==> src/rtl/distributor_1x4_pkg.sv <==
`default_nettype none
// ============================================================================
// Module      : distributor_1x4_pkg
// Description : Shared definitions for the 1:4 word distributor. Holds the
//               channel-select encoding and the default data width.
// Revision    : 1.0 - initial release
// ============================================================================
package distributor_1x4_pkg;

    localparam int DATA_W_DEFAULT = 32;

    // Destination channel encoding on in_select / the held select register.
    localparam logic [1:0] SEL_A = 2'b00;
    localparam logic [1:0] SEL_B = 2'b01;
    localparam logic [1:0] SEL_C = 2'b10;
    localparam logic [1:0] SEL_D = 2'b11;

endpackage
`default_nettype wire

==> src/rtl/distributor_1x4_counter.sv <==
`default_nettype none
// ============================================================================
// Module      : delivery_counter
// Description : Wrapping per-channel delivery counter with synchronous clear.
//               Clear has priority over increment; no saturation.
// Ports       : clk   - clock, rising edge
//               rst   - asynchronous active-high reset
//               clear - synchronous clear to zero
//               inc   - add one this cycle
//               count - current count value
// Revision    : 1.0 - initial release
// ============================================================================
module delivery_counter #(
    parameter int CNT_W = 16
) (
    input  logic             clk,
    input  logic             rst,
    input  logic             clear,
    input  logic             inc,
    output logic [CNT_W-1:0] count
);

    logic [CNT_W-1:0] r_count;

    always_ff @(posedge clk or posedge rst) begin
        if (rst) begin
            r_count <= '0;
        end else if (clear) begin
            r_count <= '0;
        end else if (inc) begin
            r_count <= r_count + 1'b1;
        end
    end

    assign count = r_count;

endmodule
`default_nettype wire

==> src/rtl/distributor_1x4.sv <==
`default_nettype none
// ============================================================================
// Module      : distributor_1x4
// Description : Routes one DATA_W word to one of four channels (A..D) through
//               a single registered holding stage with valid/ready on both
//               sides. A word may be accepted in the same cycle the held word
//               drains, giving one word per cycle. Each channel has a
//               wrapping delivered-word counter.
// Ports       : clk, rst                 - clock / async active-high reset
//               in_data, in_select       - word and destination (00=A..11=D)
//               in_valid, in_ready       - producer handshake
//               output_x, valid_x        - per-channel data and valid
//               ready_x                  - per-channel consumer ready
//               cnt_clear                - synchronous clear of all counters
//               count_x                  - delivered words per channel
// Revision    : 1.0 - initial release
// ============================================================================
module distributor_1x4 #(
    parameter int DATA_W = distributor_1x4_pkg::DATA_W_DEFAULT,
    parameter int CNT_W  = 16
) (
    input  logic              clk,
    input  logic              rst,
    input  logic [DATA_W-1:0] in_data,
    input  logic [1:0]        in_select,
    input  logic              in_valid,
    output logic              in_ready,
    output logic [DATA_W-1:0] output_a,
    output logic [DATA_W-1:0] output_b,
    output logic [DATA_W-1:0] output_c,
    output logic [DATA_W-1:0] output_d,
    output logic              valid_a,
    output logic              valid_b,
    output logic              valid_c,
    output logic              valid_d,
    input  logic              ready_a,
    input  logic              ready_b,
    input  logic              ready_c,
    input  logic              ready_d,
    input  logic              cnt_clear,
    output logic [CNT_W-1:0]  count_a,
    output logic [CNT_W-1:0]  count_b,
    output logic [CNT_W-1:0]  count_c,
    output logic [CNT_W-1:0]  count_d
);

    import distributor_1x4_pkg::*;

    logic              r_full;
    logic [DATA_W-1:0] r_data;
    logic [1:0]        r_sel;

    logic              w_sel_ready;
    logic              w_drain;
    logic              w_accept;
    logic [3:0]        w_inc;
    logic [CNT_W-1:0]  w_count [4];

    // Only the ready of the channel currently addressed by the held word
    // matters; the other three are deliberately ignored.
    always_comb begin
        w_sel_ready = 1'b0;
        case (r_sel)
            SEL_A:   w_sel_ready = ready_a;
            SEL_B:   w_sel_ready = ready_b;
            SEL_C:   w_sel_ready = ready_c;
            SEL_D:   w_sel_ready = ready_d;
            default: w_sel_ready = 1'b0;
        endcase
    end

    assign w_drain  = r_full && w_sel_ready;
    assign in_ready = !r_full || w_drain;
    assign w_accept = in_valid && in_ready;

    // Holding stage. An accept overwrites the register regardless of a
    // simultaneous drain, which is what makes back-to-back transfer possible.
    always_ff @(posedge clk or posedge rst) begin
        if (rst) begin
            r_full <= 1'b0;
            r_data <= '0;
            r_sel  <= SEL_A;
        end else if (w_accept) begin
            r_full <= 1'b1;
            r_data <= in_data;
            r_sel  <= in_select;
        end else if (w_drain) begin
            r_full <= 1'b0;
        end
    end

    assign valid_a = r_full && (r_sel == SEL_A);
    assign valid_b = r_full && (r_sel == SEL_B);
    assign valid_c = r_full && (r_sel == SEL_C);
    assign valid_d = r_full && (r_sel == SEL_D);

    assign output_a = r_data;
    assign output_b = r_data;
    assign output_c = r_data;
    assign output_d = r_data;

    generate
        for (genvar i = 0; i < 4; i++) begin : g_cnt
            assign w_inc[i] = w_drain && (r_sel == 2'(i));

            delivery_counter #(
                .CNT_W (CNT_W)
            ) u_delivery_counter (
                .clk   (clk),
                .rst   (rst),
                .clear (cnt_clear),
                .inc   (w_inc[i]),
                .count (w_count[i])
            );
        end
    endgenerate

    assign count_a = w_count[0];
    assign count_b = w_count[1];
    assign count_c = w_count[2];
    assign count_d = w_count[3];

endmodule
`default_nettype wire

==> config.mk <==
export PLATFORM = sky130hd
export DESIGN_NAME = distributor_1x4
export DESIGN_NICKNAME = d
export VERILOG_FILES = /design/src/rtl/distributor_1x4_pkg.sv /design/src/rtl/distributor_1x4_counter.sv /design/src/rtl/distributor_1x4.sv
export SDC_FILE = /design/constraint.sdc
export NUM_CORES = 1
export LEC_CHECK = 0
export ABC_AREA = 1
export CAP_MARGIN = 10
export CORE_AREA = 2 2 120 122
export CTS_CLUSTER_DIAMETER = 40
export DETAILED_ROUTE_END_ITERATION = 16
export DIE_AREA = 0 0 122 124
export GPL_TIMING_DRIVEN = 0
export PLACE_DENSITY = 0.84
export SKIP_CTS_REPAIR_TIMING = 1
export SLEW_MARGIN = 20
export SYNTH_ARGS = -nofsm -noshare
export SYNTH_HDL_FRONTEND = slang
export SYNTH_SLANG_ARGS = --single-unit
==> constraint.sdc <==
create_clock -name clk -period 3.9 [get_ports clk]
set_input_delay 0.39 -clock clk [delete_from_list [all_inputs] [get_ports clk]]
set_output_delay 0.39 -clock clk [all_outputs]
set_load 0.01 [all_outputs]
# [Word level (Yosys, flattened, before mapping)]
# Index checks and enable logic that the tools add are counted.
[classes] n_bitwise=0 n_mul=0 shift=0 div_mod_pow=0 n_mux=11 reduce_logical=18 order_cmp=0 n_addsub=4 eq_ne=3
[ops] operator="$mux W16" n=8
[ops] operator="$add A16 B1 Y16 const B" n=4
[ops] operator="$logic_and A1 B1 Y1" n=10
[ops] operator="$reduce_bool A2 Y1" n=5
[ops] operator="$eq A2 B2 Y1 const B" n=2
[ops] operator="$pmux W1 S4" n=1
[ops] operator="$eq A2 B1 Y1 const B" n=1
[ops] operator="$logic_not A2 Y1" n=1
[ops] operator="$mux W1" n=2
[ops] operator="$logic_not A1 Y1" n=1
[ops] operator="$logic_or A1 B1 Y1" n=1
[totals] mem_bits_rw=0 mem_count=0 register_bits=99 romBits=0 out_inout_bits=197 word_cells=43 latch_bits=0

# [Logic depth before layout (Yosys ltp)]
# Gate-level depths: netlist of the first run.
[depth] depth_word=6 depth_mapped=10 ltp_nobuf=9

# [Hierarchy]
# Synthesis of the first run repeated with hierarchy kept, for this count alone.
[hier_totals] hier_cells=787 area_unflattened_um2=6209.7
[modules_own_cells] module="delivery_counter" area_each_um2=996.0 instances=4 cells_each=129
[modules_own_cells] module="distributor_1x4" area_each_um2=2225.9 instances=1 cells_each=271

# [Worst setup path before layout of the first run]
# Ideal clock, no wire load.
[synth_timing] path_type="reg-to-output" start="register r_sel[1]" end="output port in_ready" slack_ns=2.359 path_stages_with_launch=7 t_arrival_ns=1.151 cell_sequence="dfrtp_1 -> inv_2 -> nand3_1 -> nand3_2 -> nand2_1 -> nand2_2 -> buf_2"
[synth_between] elab_chain_len=4 elab_cells_between_ends=7 cone_classes="eq/ne: 3; mux: 1; reduce/logical: 3"
[synth_lines] item="start: declaration" line_no="distributor_1x4.sv:51" text="logic [1:0] r_sel;"
[synth_lines] item="start signal: assignment" line_no="distributor_1x4.sv:86" text="r_sel <= in_select;"
[synth_lines] item="$eq A2 B2 Y1, or another cell as far along" line_no="distributor_1x4.sv:63" text="case (r_sel)"
[synth_lines] item="$pmux W1 S4 *" line_no="distributor_1x4.sv:63"
[synth_lines] item="$logic_and A1 B1 Y1 *" line_no="distributor_1x4.sv:72" text="assign w_drain = r_full && w_sel_ready;"
[synth_lines] item="$logic_or A1 B1 Y1 *" line_no="distributor_1x4.sv:73" text="assign in_ready = !r_full || w_drain;"
[synth_lines] item="end: declaration" line_no="distributor_1x4.sv:27" text="output logic in_ready,"
# Every way passes the cells marked *; elsewhere a longest branch is shown, timed or not.

# [Worst setup path after layout of the first run]
# Ends and elaborated chain as after synthesis.

==> reports/results.ini, run 1 <==
[drt]
routed_wire_length_per_instance_um = 14.7
dr.first_iter.drc_count = 504
post-route-drc-count = 0
routed_vias = 6287
drt-pass1-iter-count = 5
drt-total-wl_um = 18600
viasPerCell = 4.96
ant_nets = 0

[yosys]
netlist_instances = 835
synth_nets = 881
yosysWarnings = 0
syn_area_um2 = 6130
post_synth_num_cell_types = 24
yosysSeqAreaShare_pct = 40.4
avgSynthCellArea_um2 = 7.34
flip_flop_and_latch_count_after_synthesis = 99

[worst_setup_path]
cp_data_arrival_time_ns = 2.28
timing.critical_path.to_type = output port
critical_path_start = r_sel[1]
sequence_of_cells_on_the_critical_path = inv_2, nand3_1, nand3_2, nand2_1, nand2_2, buf_2, clkdlybuf4s50_1
path_delay_family = buffers and inverters
worst-setup-path-type = reg -> out
crit_fanout = 10
count_of_buffering_cells_on_the_critical_path_with_inverters_included = 3
timing.critical_path.from_type = flip-flop
cpMaxStageDelayCell = sky130_fd_sc_hd__clkdlybuf4s50_1
timing.rr.start = r_sel[1]
timing.critical_path.required_ns = 3.51
worst_path_largest_cell_delay_ns = 0.60

[layout]
commonest_non_fill_non_tap_cell_in_the_layout = sky130_fd_sc_hd__nand2_1
final_cell_mix = sky130_fd_sc_hd__nand2_1 (283), sky130_fd_sc_hd__clkdlybuf4s50_1 (236), sky130_fd_sc_hd__buf_4 (102)
drive_above_1_share_pct = 14.1
antennaDiodeCount = 0
post_layout_nonfiller_instances = 1268
layout-area-overhead-vs-synth_pct = 48.1
final_core_utilization_pct = 66.2
finalNetCount = 1129

[floorplan]
core.rowCount = 43
floorplan.initialDensity_pct = 44.7
core-area_um2 = 13700
ioPinCount = 239
area_of_the_die_um2 = 15100
die-height_um = 124
die_width_um = 122

[global_route]
first_global_vias = 5746
grt_first_pass_wirelength_um = 29400
global_route.overflow_total = 0
number_of_antenna_violations_at_the_first_check_in_global_routing = 0
grt_start_max_net_pins = 64
gr-usage-all-layers_pct = 24.7

[clock_network]
number_of_clock_buffers_inserted_by_tritoncts = 9
worst_setup_hold_path_clk_slew_ns = 0.07
ctsHtreeMaxLevel = 3
clock_insertion_delay_worst_skew_ns = 0.34
clkSinkCount = 99
clk_root_buffer_cell = sky130_fd_sc_hd__clkbuf_16
cts_tree = yes
clock_path_buffers = 2

[power]
cellPowerDensity_nw_per_um2 = 616
static_power_due_to_leakage_nw = 4.24
power.ir.vdd_worst_mv = 0.631

[worst_hold_path]
timing.hold.worst.class = in -> async

[timing]
drv_slew = 0
tns_ns = 0
clock_skew_ns = 0.00810
max_freq_ghz = 0.374
period_minus_slack_ns = 2.67
grt_setup_unrepaired = no
final.period_utilization_pct = 68.6
setup_violations = 0
tightestPinTransition_ns = 0.700
number_of_hold_slack_violations_in_the_final_timing_report = 0
slew-limit-headroom_pct = 53.3
holdWs_ns = 0.415
final_critical_path_setup_slack_ns = 1.23

[place]
placement.io_buffers = 236
post-place-cells = 1252
detailed_place_hpwl_um = 13900
gp_congestion = 0.886
dp_slack_ns = 1.28

[flow_run]
timing.max_cap.violations = 0

[run_status]
run_status = complete, no violations

==> cell type report <==
type,count,area (µm²)
clock inverter,4,72.6
tap,180,225
inverter,48,185
timing repair buffer,237,2390
buffer,120,841
fill,1155,4640
clock buffer,12,256
sequential,99,2480
multi-input combinational,568,2630
==> sequential cells by signal, indices dropped and copies added (netlist names) <==
signal,cells
output_a,32
r_sel,2
r_full,1
g_cnt.u_delivery_counter.count,64
==> where the power goes <==
group | internal, mW | leakage [nW] | switching (mW)
combinational | 1.87 | 2.76 | 1.21
clock | 0.597 | 0.159 | 0.383
sequential | 1.22 | 1.32 | 0.308
total | 3.68 | 4.24 | 1.90
==> through the flow <==
| step | total power [mW] | instance area [µm²] |
|---|---|---|
| 2_1_floorplan | 2.96 | 6130 |
| 3_3_place_gp | 4.58 | 8720 |
| 3_5_place_dp | 4.64 | 8750 |
| 4_1_cts | 5.63 | 9080 |
| 5_1_grt | 5.87 | 9080 |
| 6_report | 5.59 | 9080 |
==> worst paths after layout <==
| kind | endpoint | slack, ns | cells past startpoint |
|---|---|---|---|
| worst max-delay path | in_ready | 1.23 | 7 |
| worst min-delay path | output_a[22] | 0.42 | 2 |
| worst max register to register | g_cnt[0].u_delivery_counter.count[9] | 2.23 | 8 |
| worst min register to register | g_cnt[1].u_delivery_counter.count[15] | 0.54 | 2 |
| max in group asynchronous | g_cnt[1].u_delivery_counter.count[6] | 2.86 | 3 |
| min in group clk | output_a[29] | 0.52 | 3 |
==> synth_stat cells, drive strengths merged <==
library cell	number	area [µm²]
clkinv	1	3.75
o21ai	22	110
nor2	75	282
nor3	3	30.0
nand4	41	257
clkbuf	7	26.3
buf	113	815
xor2	18	158
inv	47	176
nand2	288	1100
nor3b	1	7.51
dfrtp	99	2480
o21bai	11	82.6
or2	9	56.3
nand3	94	490
ha	4	50.1
a21oi	2	10.0
==> cell families (layout without fill, tap and decap cells) <==
kind of cell	after synthesis	count (layout)	synth area share, %
flip-flops	99	99	40.4
XOR/XNOR	18	18	2.57
AO/OA/AOI/OAI	35	35	3.31
AND/OR/NAND/NOR	511	511	36.2
buffers and inverters	168	421	16.7
adder cells (fa/ha/maj)	4	4	0.817
==> per-layer routing <==
layer / global-route usage (%) / vias up / share of wire, %
met5: 0 / - / 0
met3: 3.25 / 15 / 5.0
li1: - / 3088 / -
met4: 6.11 / 0 / 1.0
met1: 34.3 / 2990 / 45
met2: 41.2 / 194 / 49
Power figures use the tool's default switching activity.
==> run 2, diff against run 1 <==
Clock period 3.9 ns to 2.7 ns, I/O delays scaled along.
==> reports/results.ini, run 2 (synthesis results as in run 1) <==
[layout]
post_layout_nonfiller_instances = 1270  ; +0.16%
layout-area-overhead-vs-synth_pct = 48.0  ; about the same
antennaDiodeCount = 0  ; unchanged
layout.area.seq_um2 = 2480  ; unchanged
finalNetCount = 1131  ; +0.18%
final_cell_mix = sky130_fd_sc_hd__nand2_1 (283), sky130_fd_sc_hd__clkdlybuf4s50_1 (236), sky130_fd_sc_hd__buf_4 (102)
final_core_utilization_pct = 66.1  ; about the same
commonest_non_fill_non_tap_cell_in_the_layout = sky130_fd_sc_hd__nand2_1
drive_above_1_share_pct = 14.2  ; +0.16 points
final.fill_count = 1162  ; +0.61%
largest_register_ffs = 64  ; unchanged
multiInputGateArea_um2 = 2640  ; +0.19%

[power]
cellPowerDensity_nw_per_um2 = 871  ; +42%
power.ir.vdd_worst_mv = 0.879  ; +39%
power.total_mw = 7.90  ; +41%
static_power_due_to_leakage_nw = 4.23  ; -0.18%

[clock_network]
clkSinkCount = 99  ; unchanged
clk_root_buffer_cell = sky130_fd_sc_hd__clkbuf_16
worst_setup_hold_path_clk_slew_ns = 0.07  ; about the same
cts_tree = yes
clock_path_buffers = 2  ; unchanged
ctsHtreeMaxLevel = 3  ; unchanged
clock_insertion_delay_worst_skew_ns = 0.34  ; about the same
number_of_clock_buffers_inserted_by_tritoncts = 9  ; unchanged

[drt]
drt-total-wl_um = 18600  ; about the same
routed_wire_length_per_instance_um = 14.6  ; -0.25%
routed_vias = 6364  ; +1.2%
drt-pass1-iter-count = 5  ; unchanged
viasPerCell = 5.01  ; +1.1%
dr.first_iter.drc_count = 410  ; -19%
post-route-drc-count = 0  ; unchanged
ant_nets = 0  ; unchanged

[floorplan]
core-area_um2 = 13700  ; unchanged
core.rowCount = 43  ; unchanged
die_width_um = 122  ; unchanged
floorplan.initialDensity_pct = 44.7  ; unchanged
area_of_the_die_um2 = 15100  ; unchanged
die-height_um = 124  ; unchanged
ioPinCount = 239  ; unchanged

[worst_setup_path]
timing.critical_path.from_type = flip-flop
crit_fanout = 10  ; unchanged
worst_path_largest_cell_delay_ns = 0.58  ; -0.02 ns
timing.rr.start = r_sel[1]
sequence_of_cells_on_the_critical_path = inv_2, nand3_1, nand3_2, nand2_1, nand2_4, clkbuf_4, clkdlybuf4s50_1
cpMaxStageDelayCell = sky130_fd_sc_hd__clkdlybuf4s50_1
worst-setup-path-type = reg -> out
ff2ff_setup_slack_ns = 0.97  ; -1.26 ns
timing.critical_path.required_ns = 2.43  ; -1.08 ns
timing.critical_path.to_type = output port
cp_data_arrival_time_ns = 2.22  ; -0.06 ns
timing.reg2reg.worst_path_depth = 8  ; unchanged
rr_endpoint = g_cnt[2].u_delivery_counter.count[11]

[place]
gp_congestion = 0.887  ; +0.12%
detailed_place_hpwl_um = 14100  ; +1.6%
post-place-cells = 1254  ; +0.16%
dp_slack_ns = 0.282  ; -1.00 ns
placement.io_buffers = 236  ; unchanged

[timing]
final.period_utilization_pct = 92.2
number_of_hold_slack_violations_in_the_final_timing_report = 0  ; unchanged
grt_setup_unrepaired = no
period_minus_slack_ns = 2.49
final_critical_path_setup_slack_ns = 0.211  ; -1.01 ns
clock_skew_ns = 0.00911  ; +0.00101 ns
slew-limit-headroom_pct = 52.0  ; -1.4 points
tns_ns = 0  ; unchanged
tightestPinTransition_ns = 0.720  ; +0.0203 ns
setup_violations = 0  ; unchanged
max_freq_ghz = 0.402
drv_slew = 0  ; unchanged

[global_route]
global_route.overflow_total = 0  ; unchanged
number_of_antenna_violations_at_the_first_check_in_global_routing = 0  ; unchanged
grt_first_pass_wirelength_um = 29500  ; +0.16%
grt_start_max_net_pins = 34  ; -47%
gr-usage-all-layers_pct = 24.7  ; -0.042 points
first_global_vias = 5920  ; +3.0%

[flow_run]
timing.max_cap.violations = 0  ; unchanged

[worst_hold_path]
timing.hold.worst.class = in -> async

[run_status]
run_status = complete, no violations

-- run 2: area by class of cell --
type                    instances  area share, %
clock inverters                 4          0.276
well taps                     180           2.48
multi-input cells             568           29.1
inverters                      48           2.03
plain buffers                 120           9.30
repair buffers                239           26.7
clock buffers                  12           2.83
flip-flops and latches         99           27.3
-- run 2: layer usage --
| metal | vias to the layer above | track usage [%] | routed length [µm] |
|---|---|---|---|
| met4 | 0 | 8.76 | 348 |
| met3 | 29 | 3.34 | 1050 |
| met2 | 238 | 40.9 | 9100 |
| li1 | 3088 | - | - |
| met5 | - | 0 | 0 |
| met1 | 3009 | 33.3 | 8080 |
-- run 2: stage by stage --
step	cell area (µm²)	hold WS (ns)
2_1_floorplan	6130	0.416
3_3_place_gp	8720	0.524
3_5_place_dp	8780	0.520
4_1_cts	9060	0.208
5_1_grt	9070	0.227
6_report	9070	0.205
-- run 2: worst max path at each step --
stage / slack, ns / endpoint / start
2_1_floorplan: 1.25 / g_cnt[0].u_delivery_counter.count[0] / rst
3_3_place_gp: 0.21 / g_cnt[1].u_delivery_counter.count[11] / rst
3_5_place_dp: 0.28 / in_ready / ready_a
4_1_cts: 0.11 / in_ready / r_sel[1]
5_1_grt: 0.07 / in_ready / r_sel[1]
6_report: 0.21 / in_ready / r_sel[1]
-- run 2: power breakdown --
| group | leakage (nW) | internal, mW | switching [mW] |
|---|---|---|---|
| logic | 2.77 | 2.72 | 1.76 |
| clock network | 0.135 | 0.673 | 0.559 |
| registers | 1.32 | 1.76 | 0.438 |
| total | 4.23 | 5.15 | 2.76 |
-- run 2: worst max-delay path: cells and delay by family (launching register included) --
family / cells / cell delay [ns]
buf+inv: 3 / 0.92
simple gates: 4 / 0.48
flops: 1 / 0.46
